File: config.mk
export PLATFORM = sky130hd
export DESIGN_NAME = seq_gen_scheduler
export DESIGN_NICKNAME = d
export VERILOG_FILES = /design/src/rtl/seq_pkg.sv /design/src/rtl/seq_step_engine.sv /design/src/rtl/seq_gen_scheduler.sv
export SDC_FILE = /design/constraint.sdc
export NUM_CORES = 1
export LEC_CHECK = 0
export ABC_AREA = 0
export BUFFER_PORTS_ARGS = -buffer_cell sky130_fd_sc_hd__buf_2
export CORE_MARGIN = 2
export CORE_UTILIZATION = 27
export CTS_BUF_LIST = sky130_fd_sc_hd__clkbuf_2 sky130_fd_sc_hd__clkbuf_4 sky130_fd_sc_hd__clkbuf_8
export CTS_CLUSTER_SIZE = 40
export DETAILED_ROUTE_END_ITERATION = 8
export SLEW_MARGIN = 5
export SYNTH_ARGS = -nofsm -noshare
export SYNTH_HDL_FRONTEND = slang
export SYNTH_HIERARCHICAL = 1
export SYNTH_SLANG_ARGS = --single-unit
File: constraint.sdc
create_clock -name clk -period 5.1 [get_ports clk]
set_input_delay 0.765 -clock clk [delete_from_list [all_inputs] [get_ports clk]]
set_output_delay 0.765 -clock clk [all_outputs]
set_load 0.01 [all_outputs]
File: src/rtl/seq_pkg.sv
// Shared types and helpers for the cyclic sequence engine and its scheduler.
// The sequence runs 1,2,3,6,4 and then wraps back to 1.
package seq_pkg;

    localparam int SEQ_W = 4;

    typedef enum logic [2:0] {
        P0 = 3'd0,
        P1 = 3'd1,
        P2 = 3'd2,
        P3 = 3'd3,
        P4 = 3'd4
    } seq_pos_t;

    typedef enum logic {
        IDLE  = 1'b0,
        BURST = 1'b1
    } sched_state_t;

    // Value emitted at each position; an unknown encoding reads as zero.
    function automatic logic [SEQ_W-1:0] seq_value(input seq_pos_t pos);
        logic [SEQ_W-1:0] val;
        case (pos)
            P0:      val = 4'd1;
            P1:      val = 4'd2;
            P2:      val = 4'd3;
            P3:      val = 4'd6;
            P4:      val = 4'd4;
            default: val = 4'd0;
        endcase
        return val;
    endfunction

    function automatic seq_pos_t seq_next(input seq_pos_t pos);
        seq_pos_t nxt;
        case (pos)
            P0:      nxt = P1;
            P1:      nxt = P2;
            P2:      nxt = P3;
            P3:      nxt = P4;
            P4:      nxt = P0;
            default: nxt = P0;
        endcase
        return nxt;
    endfunction

endpackage

File: src/rtl/seq_step_engine.sv
// Five-state Moore sequence generator; moves one position per cycle while advance is high.
module seq_step_engine
    import seq_pkg::*;
(
    input  logic             clk,
    input  logic             rst,
    input  logic             advance,
    output seq_pos_t         pos,
    output logic [SEQ_W-1:0] value
);

    seq_pos_t pos_q;
    seq_pos_t pos_d;

    // Next position: step on advance, otherwise hold.
    always_comb begin
        pos_d = pos_q;
        if (advance) begin
            pos_d = seq_next(pos_q);
        end else begin
            pos_d = pos_q;
        end
    end

    // Position register.
    always_ff @(posedge clk or posedge rst) begin
        if (rst) begin
            pos_q <= P0;
        end else begin
            pos_q <= pos_d;
        end
    end

    assign pos   = pos_q;
    assign value = seq_value(pos_q);

endmodule

File: src/rtl/seq_gen_scheduler.sv
// Round-robin scheduler sharing one sequence engine between NUM_REQ requesters;
// the granted requester receives a burst of req_len beats over valid/ready.
module seq_gen_scheduler
    import seq_pkg::*;
#(
    parameter int NUM_REQ = 4,
    parameter int LEN_W   = 4,
    parameter int OUT_W   = 4
) (
    input  logic                     clk,
    input  logic                     rst,
    input  logic [NUM_REQ-1:0]       req,
    input  logic [NUM_REQ*LEN_W-1:0] req_len,
    output logic [NUM_REQ-1:0]       gnt,
    output logic                     out_valid,
    output logic [OUT_W-1:0]         out_data,
    output logic                     out_last,
    input  logic                     out_ready,
    output logic                     busy
);

    localparam int PTR_W = $clog2(NUM_REQ);
    localparam int CNT_W = LEN_W + 1;
    localparam logic [CNT_W-1:0] CNT_FULL = {1'b1, {LEN_W{1'b0}}};

    sched_state_t state_q;
    sched_state_t state_d;

    logic [NUM_REQ-1:0] gnt_q;
    logic [NUM_REQ-1:0] gnt_d;
    logic [CNT_W-1:0]   cnt_q;
    logic [CNT_W-1:0]   cnt_d;
    logic [PTR_W-1:0]   rr_ptr_q;
    logic [PTR_W-1:0]   rr_ptr_d;
    logic [PTR_W-1:0]   win_idx_q;
    logic [PTR_W-1:0]   win_idx_d;
    logic               out_valid_q;
    logic               out_valid_d;
    logic               out_last_q;
    logic               out_last_d;
    logic [OUT_W-1:0]   out_data_q;
    logic [OUT_W-1:0]   out_data_d;

    logic               pick_found_s;
    logic [PTR_W-1:0]   pick_idx_s;
    logic [NUM_REQ-1:0] pick_onehot_s;
    logic [LEN_W-1:0]   pick_len_s;
    logic               fire_s;
    logic               last_fire_s;
    logic [PTR_W-1:0]   rr_next_s;
    seq_pos_t           eng_pos_s;
    logic [SEQ_W-1:0]   eng_value_s;

    assign fire_s      = (state_q == BURST) && out_valid_q && out_ready;
    assign last_fire_s = fire_s && (cnt_q == CNT_W'(1));
    assign rr_next_s   = (win_idx_q == PTR_W'(NUM_REQ - 1)) ? {PTR_W{1'b0}} : (win_idx_q + PTR_W'(1));

    seq_step_engine u_engine (
        .clk     (clk),
        .rst     (rst),
        .advance (fire_s),
        .pos     (eng_pos_s),
        .value   (eng_value_s)
    );

    // Round-robin pick: scanning from rr_ptr upward, the first set request wins.
    always_comb begin
        logic [PTR_W:0] idx_v;
        pick_found_s = 1'b0;
        pick_idx_s   = {PTR_W{1'b0}};
        idx_v        = {(PTR_W+1){1'b0}};
        for (int k = NUM_REQ - 1; k >= 0; k--) begin
            idx_v = {1'b0, rr_ptr_q} + (PTR_W+1)'(k);
            idx_v = (idx_v >= (PTR_W+1)'(NUM_REQ)) ? (idx_v - (PTR_W+1)'(NUM_REQ)) : idx_v;
            pick_idx_s   = req[idx_v[PTR_W-1:0]] ? idx_v[PTR_W-1:0] : pick_idx_s;
            pick_found_s = pick_found_s | req[idx_v[PTR_W-1:0]];
        end
    end

    // Winner's one-hot grant and burst length field.
    always_comb begin
        pick_onehot_s = {NUM_REQ{1'b0}};
        pick_len_s    = {LEN_W{1'b0}};
        for (int i = 0; i < NUM_REQ; i++) begin
            pick_onehot_s[i] = (pick_idx_s == PTR_W'(i));
            pick_len_s       = (pick_idx_s == PTR_W'(i)) ? req_len[i*LEN_W +: LEN_W] : pick_len_s;
        end
    end

    // State register.
    always_ff @(posedge clk or posedge rst) begin
        if (rst) begin
            state_q <= IDLE;
        end else begin
            state_q <= state_d;
        end
    end

    // Next-state logic.
    always_comb begin
        state_d = state_q;
        case (state_q)
            IDLE:    state_d = pick_found_s ? BURST : IDLE;
            BURST:   state_d = last_fire_s ? IDLE : BURST;
            default: state_d = IDLE;
        endcase
    end

    // Grant, beat counter, pointer and registered output values.
    always_comb begin
        gnt_d     = gnt_q;
        cnt_d     = cnt_q;
        rr_ptr_d  = rr_ptr_q;
        win_idx_d = win_idx_q;
        case (state_q)
            IDLE: begin
                if (pick_found_s) begin
                    gnt_d     = pick_onehot_s;
                    cnt_d     = (pick_len_s == {LEN_W{1'b0}}) ? CNT_FULL : {1'b0, pick_len_s};
                    win_idx_d = pick_idx_s;
                end else begin
                    gnt_d     = {NUM_REQ{1'b0}};
                end
            end
            BURST: begin
                if (last_fire_s) begin
                    gnt_d    = {NUM_REQ{1'b0}};
                    cnt_d    = cnt_q - CNT_W'(1);
                    rr_ptr_d = rr_next_s;
                end else if (fire_s) begin
                    cnt_d    = cnt_q - CNT_W'(1);
                end else begin
                    cnt_d    = cnt_q;
                end
            end
            default: begin
                gnt_d = {NUM_REQ{1'b0}};
            end
        endcase
        out_valid_d = (state_d == BURST);
        out_last_d  = (state_d == BURST) && (cnt_d == CNT_W'(1));
        // Track the value the engine will hold after this edge so out_data stays registered.
        out_data_d  = fire_s ? OUT_W'(seq_value(seq_next(eng_pos_s))) : OUT_W'(eng_value_s);
    end

    // Datapath and output registers.
    always_ff @(posedge clk or posedge rst) begin
        if (rst) begin
            gnt_q       <= {NUM_REQ{1'b0}};
            cnt_q       <= {CNT_W{1'b0}};
            rr_ptr_q    <= {PTR_W{1'b0}};
            win_idx_q   <= {PTR_W{1'b0}};
            out_valid_q <= 1'b0;
            out_last_q  <= 1'b0;
            out_data_q  <= OUT_W'(seq_value(P0));
        end else begin
            gnt_q       <= gnt_d;
            cnt_q       <= cnt_d;
            rr_ptr_q    <= rr_ptr_d;
            win_idx_q   <= win_idx_d;
            out_valid_q <= out_valid_d;
            out_last_q  <= out_last_d;
            out_data_q  <= out_data_d;
        end
    end

    assign gnt       = gnt_q;
    assign out_valid = out_valid_q;
    assign out_last  = out_last_q;
    assign out_data  = out_data_q;
    assign busy      = (state_q == BURST);

endmodule

==> impl_metrics.yaml, run 1 <==
finish:
  drive_gt1_frac: 0.309
  num_antenna_cells: 0
  area_delta_synth_final_pct: 19.1
  postLayoutCoreUtil: 0.335
  nFillCells: 510
  design_area_mm2: 0.00159
  nNetsFinal: 192
  seqCellArea_um2: 552
  multi_input_area_um2: 707
sta:
  rsz0062_at_grt: "no"
  setup_slack_ps: 2660
  finalClockSkew_ps: 2.93
  finalHoldViolCount: 0
  period_needed_ps: 2440
  relSlewSlack: 0.434
  drv_slew: 0
  worstMarginPinSlew_ps: 841
  max_freq_mhz: 409
  tns_ps: 0
  period_share: 0.479
  setup_violations: 0
place:
  place_congestion: 0.741
  portBuffers: 33
  place_area_mm2: 0.00154
  post-place-ws_ps: 2370
  dpl.hpwl_um: 2120
synthesis:
  ys_ff_latch: 22
  synth_top_family_by_area: "simple AND/OR/NAND/NOR gates"
  syn-instance-count: 134
  synthesis.area_mm2: 0.00134
  synthesis.nets: 160
  yosys.area.top_type: "dfrtp_1"
  synth-main-ff-cell: "dfrtp_1"
  synth-edff-count: 0
  synthSimpleGateAreaFrac: 0.186
  synth.top_cell.area_share: 0.393
  synth_compound_gate_area_share: 0.168
  post_synth_mux_area_share: 0.117
  synth_area_leaders: "dfrtp_1 (39%), mux2i_1 (7.5%), mux2_2 (4.2%), nand2_1 (3.6%), a21oi_1 (3.4%)"
  yosys_warnings: 6
  synth_fa_ha_area_frac: 0.0281
  synthXorXnorAreaFrac: 0.0262
  seq_area_frac_synth: 0.413
  async_flop_share: 1.00
  avgSynthCellArea_um2: 9.98
  synth.distinct_cells: 46
status:
  status: "finished clean"
grt:
  grt_max_degree: 20
  grt_use_total: 0.106
  grt_pass1_wl_um: 4490
  grt_pass1_vias: 1000
  grt.overflow.total: 0
  antenna_found_initial: 0
worst_setup_path:
  worst-setup-path-type: "input pin to register"
  r2r_start: "out_valid$_DFF_PP0_"
  reg2reg_slack_ps: 2880
  worst_setup_path_end_kind: "register"
  crit_fanout: 12
  worstRegToRegCells: 7
  rr_endpoint: "out_last$_DFF_PP0_"
  required_ps: 5270
  critPathLaunchType: "input pin"
  critPathArrivalTime_ps: 2610
detailed_routing:
  drc: 0
  dr.pass1.iters: 4
  drt_wl_total_um: 2740
  wl_per_cell_um: 11.8
  drt_iter0_drc: 76
  ant_nets: 0
  via_per_inst: 4.63
  vias: 1074
floorplanning:
  die_x_um: 74.4
  initial_core_util: 0.281
  rows: 25
  die_h_um: 74.4
  fp.coreArea_mm2: 0.00475
  fp.dieArea_mm2: 0.00553
  ios: 34
clocking:
  cts-resized-gates: 0
  cts_hold_buf: 0
  path_clk_slew_ps: 80
  clk-insertion-delay-late_ps: 260
  cts_buffers: 3
  cts_root_buffer: "clkbuf_8"
  clockBufferDepth: 2
  cts_tree: "yes"
  postCtsSetupBuffers: 0
  cts_sinks: 22
  htree_levels: 1
job:
  maxCapViolCount: 0
power:
  power_density_mw_per_mm2: 573
  peakVddDrop_mv: 0.142
  p_leak_nw: 0.757
  power.total_w: 0.000912
min_path:
  min_path_type: "input pin to asynchronous set/reset pin"
==> worst max-delay path, cell delays in order <==
cell	delay, ps
buf_2	130
nand2b_1	130
o21ai_1	80
o22ai_2	560
mux2i_1	260
mux2_2	210
a21oi_1	50
nor3_1	130
nor4bb_2	300
==> layout make-up <==
cell class	instances	share of cell area
multi-input cells	98	0.444
flip-flops and latches	22	0.346
well taps	67	0.0526
inverters	8	0.0189
clock buffers	4	0.0346
repair buffers	33	0.104
==> cells in the mapped netlist (3+ instances only) <==
| cell type | number |
|---|---|
| nand2_1 | 13 |
| nor2_1 | 10 |
| o31ai_1 | 3 |
| nand2b_1 | 4 |
| ha_1 | 3 |
| mux2_2 | 5 |
| inv_1 | 8 |
| dfrtp_1 | 21 |
| mux2i_1 | 10 |
| a21oi_1 | 9 |
| xor2_1 | 3 |
| a22o_1 | 3 |
==> power breakdown <==
group / leakage, nW / switching, W / internal, W / total, W
sequential: 0.269 / 0.0000880 / 0.000258 / 0.000346
combinational: 0.459 / 0.000227 / 0.000213 / 0.000440
clock: 0.0288 / 0.0000568 / 0.0000688 / 0.000126
==> logic make-up (layout without fill, tap and decap cells) <==
logic type	Yosys count	count (layout)
other	1	1
AND/OR/NAND/NOR	44	44
XOR/XNOR	4	4
adder cells (fa/ha/maj)	3	3
multiplexers	15	15
flip-flops	22	22
AO/OA/AOI/OAI	31	31
buffers and inverters	14	45
==> routing by layer <==
metal  up-vias  wire length [um]  track usage
li1        534                 -            -
met1       520              1340        0.140
met2        16              1260        0.167
met3         4                95       0.0244
met4         0                39       0.0417
met5         -                 0            0
==> state kept, by name (all words and copies together), names as in the netlist <==
name	count
out_valid	1
cnt_q	5
out_data	4
gnt	4
win_idx_q	2
u_engine/pos	3
out_last	1
rr_ptr_q	2
==> worst max-delay path by stage <==
stage,endpoint,cells after the start,from
3_3_place_gp,out_last$_DFF_PP0_,9,req[1]
3_5_place_dp,out_last$_DFF_PP0_,9,req[1]
6_report,out_last$_DFF_PP0_,9,req[1]
4_1_cts,out_last$_DFF_PP0_,9,req[1]
5_1_grt,out_last$_DFF_PP0_,9,req[1]
2_1_floorplan,out_last$_DFF_PP0_,9,req[2]
==> cell usage in the layout (no fill, tap or decap), drive strengths merged, types with 2 or more instances in the layout <==
master and n:
nor2 11, o21ai 4, a21o 2, mux2i 10, ha 3, a211oi 2, o31ai 4, xor2 3
nand2b 4, a21oi 9, clkbuf 4, inv 8, dfrtp 21, nand2 13, and2 2, mux2 5
nor4b 2, a22o 3, nor3 2, buf 33
==> per-stage QoR <==
| step | cells | hold WS, ps |
|---|---|---|
| after detailed placement | 228 | 474 |
| after CTS | 232 | 358 |
| after floorplan | 134 | 450 |
| after global routing | 232 | 370 |
| final | 232 | 360 |
| after global placement | 228 | 460 |
(Power assumes the default switching activity.)
==> run 2, diff against run 1 <==
Clock period 5.1 ns to 2 ns, I/O delays scaled along.
==> run 2 against run 1 <==
Via count up 5.9%; wire length is 11% higher; clock skew shrank 2.2 ps; worst hold slack gained 84 ps; die area unchanged; clock power rose to 2.5 times the previous value; design area increased by 15%; register-to-register slack got worse by 2800 ps; flip-flop and latch count unchanged; global-route usage is 0.83 points higher; critical path type is now register to register; largest cell class unchanged.
==> impl_metrics.yaml, run 2 (synthesized netlist as in run 1, its figures left out) <==
status:
  status: "finished clean"
clocking:
  path_clk_slew_ps: 80
  htree_levels: 1
  cts_buffers: 3
  clockBufferDepth: 2
  clk-insertion-delay-late_ps: 260
  cts_tree: "yes"
  cts_sinks: 22
  cts_root_buffer: "clkbuf_8"
finish:
  final_common_cell: "buf_2"
  area_delta_synth_final_pct: 37.2
  drive_gt1_frac: 0.432
  nFillCells: 516
  mostFrequentLayoutCells: "buf_2 (33), dfrtp_1 (20), buf_4 (16), nand2_1 (13)"
  nNetsFinal: 212
  multi_input_area_um2: 785
  largest_reg_flops: 5
  seqCellArea_um2: 553
  regMostFlops: "cnt_q"
  num_antenna_cells: 0
detailed_routing:
  drt_wl_total_um: 3040
  dr.pass1.iters: 2
  ant_nets: 0
  vias: 1137
  wl_per_cell_um: 12.1
  via_per_inst: 4.51
  drt_iter0_drc: 68
  drc: 0
sta:
  period_share: 0.974
  setup_violations: 0
  rsz0062_at_grt: "yes"
  relSlewSlack: 0.486
  drv_slew: 0
  finalClockSkew_ps: 0.741
  setup_slack_ps: 51.2
  period_needed_ps: 1950
  finalHoldViolCount: 0
  max_freq_mhz: 513
  worstMarginPinSlew_ps: 769
power:
  power.total_w: 0.00268
  peakVddDrop_mv: 0.385
  power_density_mw_per_mm2: 1460
  p_leak_nw: 0.886
worst_setup_path:
  critPathLaunchType: "register"
  worst_setup_path_end_kind: "register"
  startpoint: "rr_ptr_q[0]$_DFFE_PP0P_"
  r2r_start: "rr_ptr_q[0]$_DFFE_PP0P_"
  worst-setup-path-type: "register to register"
  required_ps: 2170
  critPathArrivalTime_ps: 2120
  crit_fanout: 6
floorplanning:
  ios: 34
  die_h_um: 74.4
  die_x_um: 74.4
  fp.dieArea_mm2: 0.00553
  initial_core_util: 0.281
  fp.coreArea_mm2: 0.00475
  rows: 25
grt:
  grt.overflow.total: 0
  grt_max_degree: 20
  grt_pass1_vias: 1107
  antenna_found_initial: 0
  grt_use_total: 0.114
  grt_pass1_wl_um: 4800
place:
  post-place-ws_ps: -146
  place_congestion: 0.785
  dpl.hpwl_um: 2300
  portBuffers: 33
job:
  maxCapViolCount: 0
min_path:
  min_path_type: "input pin to asynchronous set/reset pin"
## run 2: cell types whose count changed in the layout (fill, tap and decap cells not counted), moves of 2 or more
cell,before,now
a21oi_1,9,7
a21oi_2,0,2
buf_4,0,16
buf_6,0,3
mux2_2,5,2
mux2_4,0,3
## run 2: worst max-delay path, cell delays in order, from the launching register on
cell and delay, ps:
dfrtp_2 440, nor2b_2 150, nand2b_4 150, o22ai_4 100
buf_6 160, mux2i_1 110, mux2_4 280, nand4_2 90
a22oi_2 90, nor4bb_4 280
## run 2: where the power goes
part / internal (W) / switching [W]
clock network: 0.000175 / 0.000140
registers: 0.000661 / 0.000195
logic: 0.000790 / 0.000720
## run 2: layout make-up
| class | count | area share |
|---|---|---|
| Multi-Input combinational cell | 98 | 0.427 |
| Tap cell | 67 | 0.0457 |
| Clock buffer | 4 | 0.0300 |
| Sequential cell | 22 | 0.301 |
| Inverter | 8 | 0.0164 |
| Timing Repair Buffer | 53 | 0.179 |
## run 2: timing repair
action                                 in CTS  in global routing
hold buffers                                1                  0
setup buffers                               1                  2
resized for setup                           3                 18
endpoints found under the hold margin       3                  0
pin swaps                                   1                  8
setup endpoints to repair                   1                  1
## run 2: path summary, 6_finish.rpt
path                       cells past startpoint                           to  slack, ps
setup / recovery                               9           out_last$_DFF_PP0_         50
hold reg to reg                                2           gnt[1]$_DFFE_PP0P_        480
setup reg to reg                               9           out_last$_DFF_PP0_         50
min in group clk                               2           gnt[1]$_DFFE_PP0P_        480
hold / removal                                 3  u_engine/pos[0]$_DFFE_PP0P_        440
max in group asynchronous                      3      rr_ptr_q[0]$_DFFE_PP0P_        740
## run 2: routing by layer
layer,track usage,part of all wire,up-vias,wire (um)
met3,0.0176,0.027,4,82
met1,0.152,0.47,534,1430
met4,0.0437,0.012,0,36
met5,0,0,-,0
met2,0.187,0.49,16,1490
li1,-,-,583,-
## run 2: per-stage QoR
stage / hold WS [ps] / setup TNS (ps) / util / cell area (um^2) / instances
after floorplan: 53.6 / 0 / - / 1340 / 134
after global placement: 179 / -109 / 0.350 / 1670 / 245
after detailed placement: 177 / -146 / 0.350 / 1670 / 245
after CTS: 421 / 0 / 0.369 / 1750 / 251
after global routing: 442 / -28.6 / 0.386 / 1840 / 252
final: 444 / 0 / 0.386 / 1840 / 252
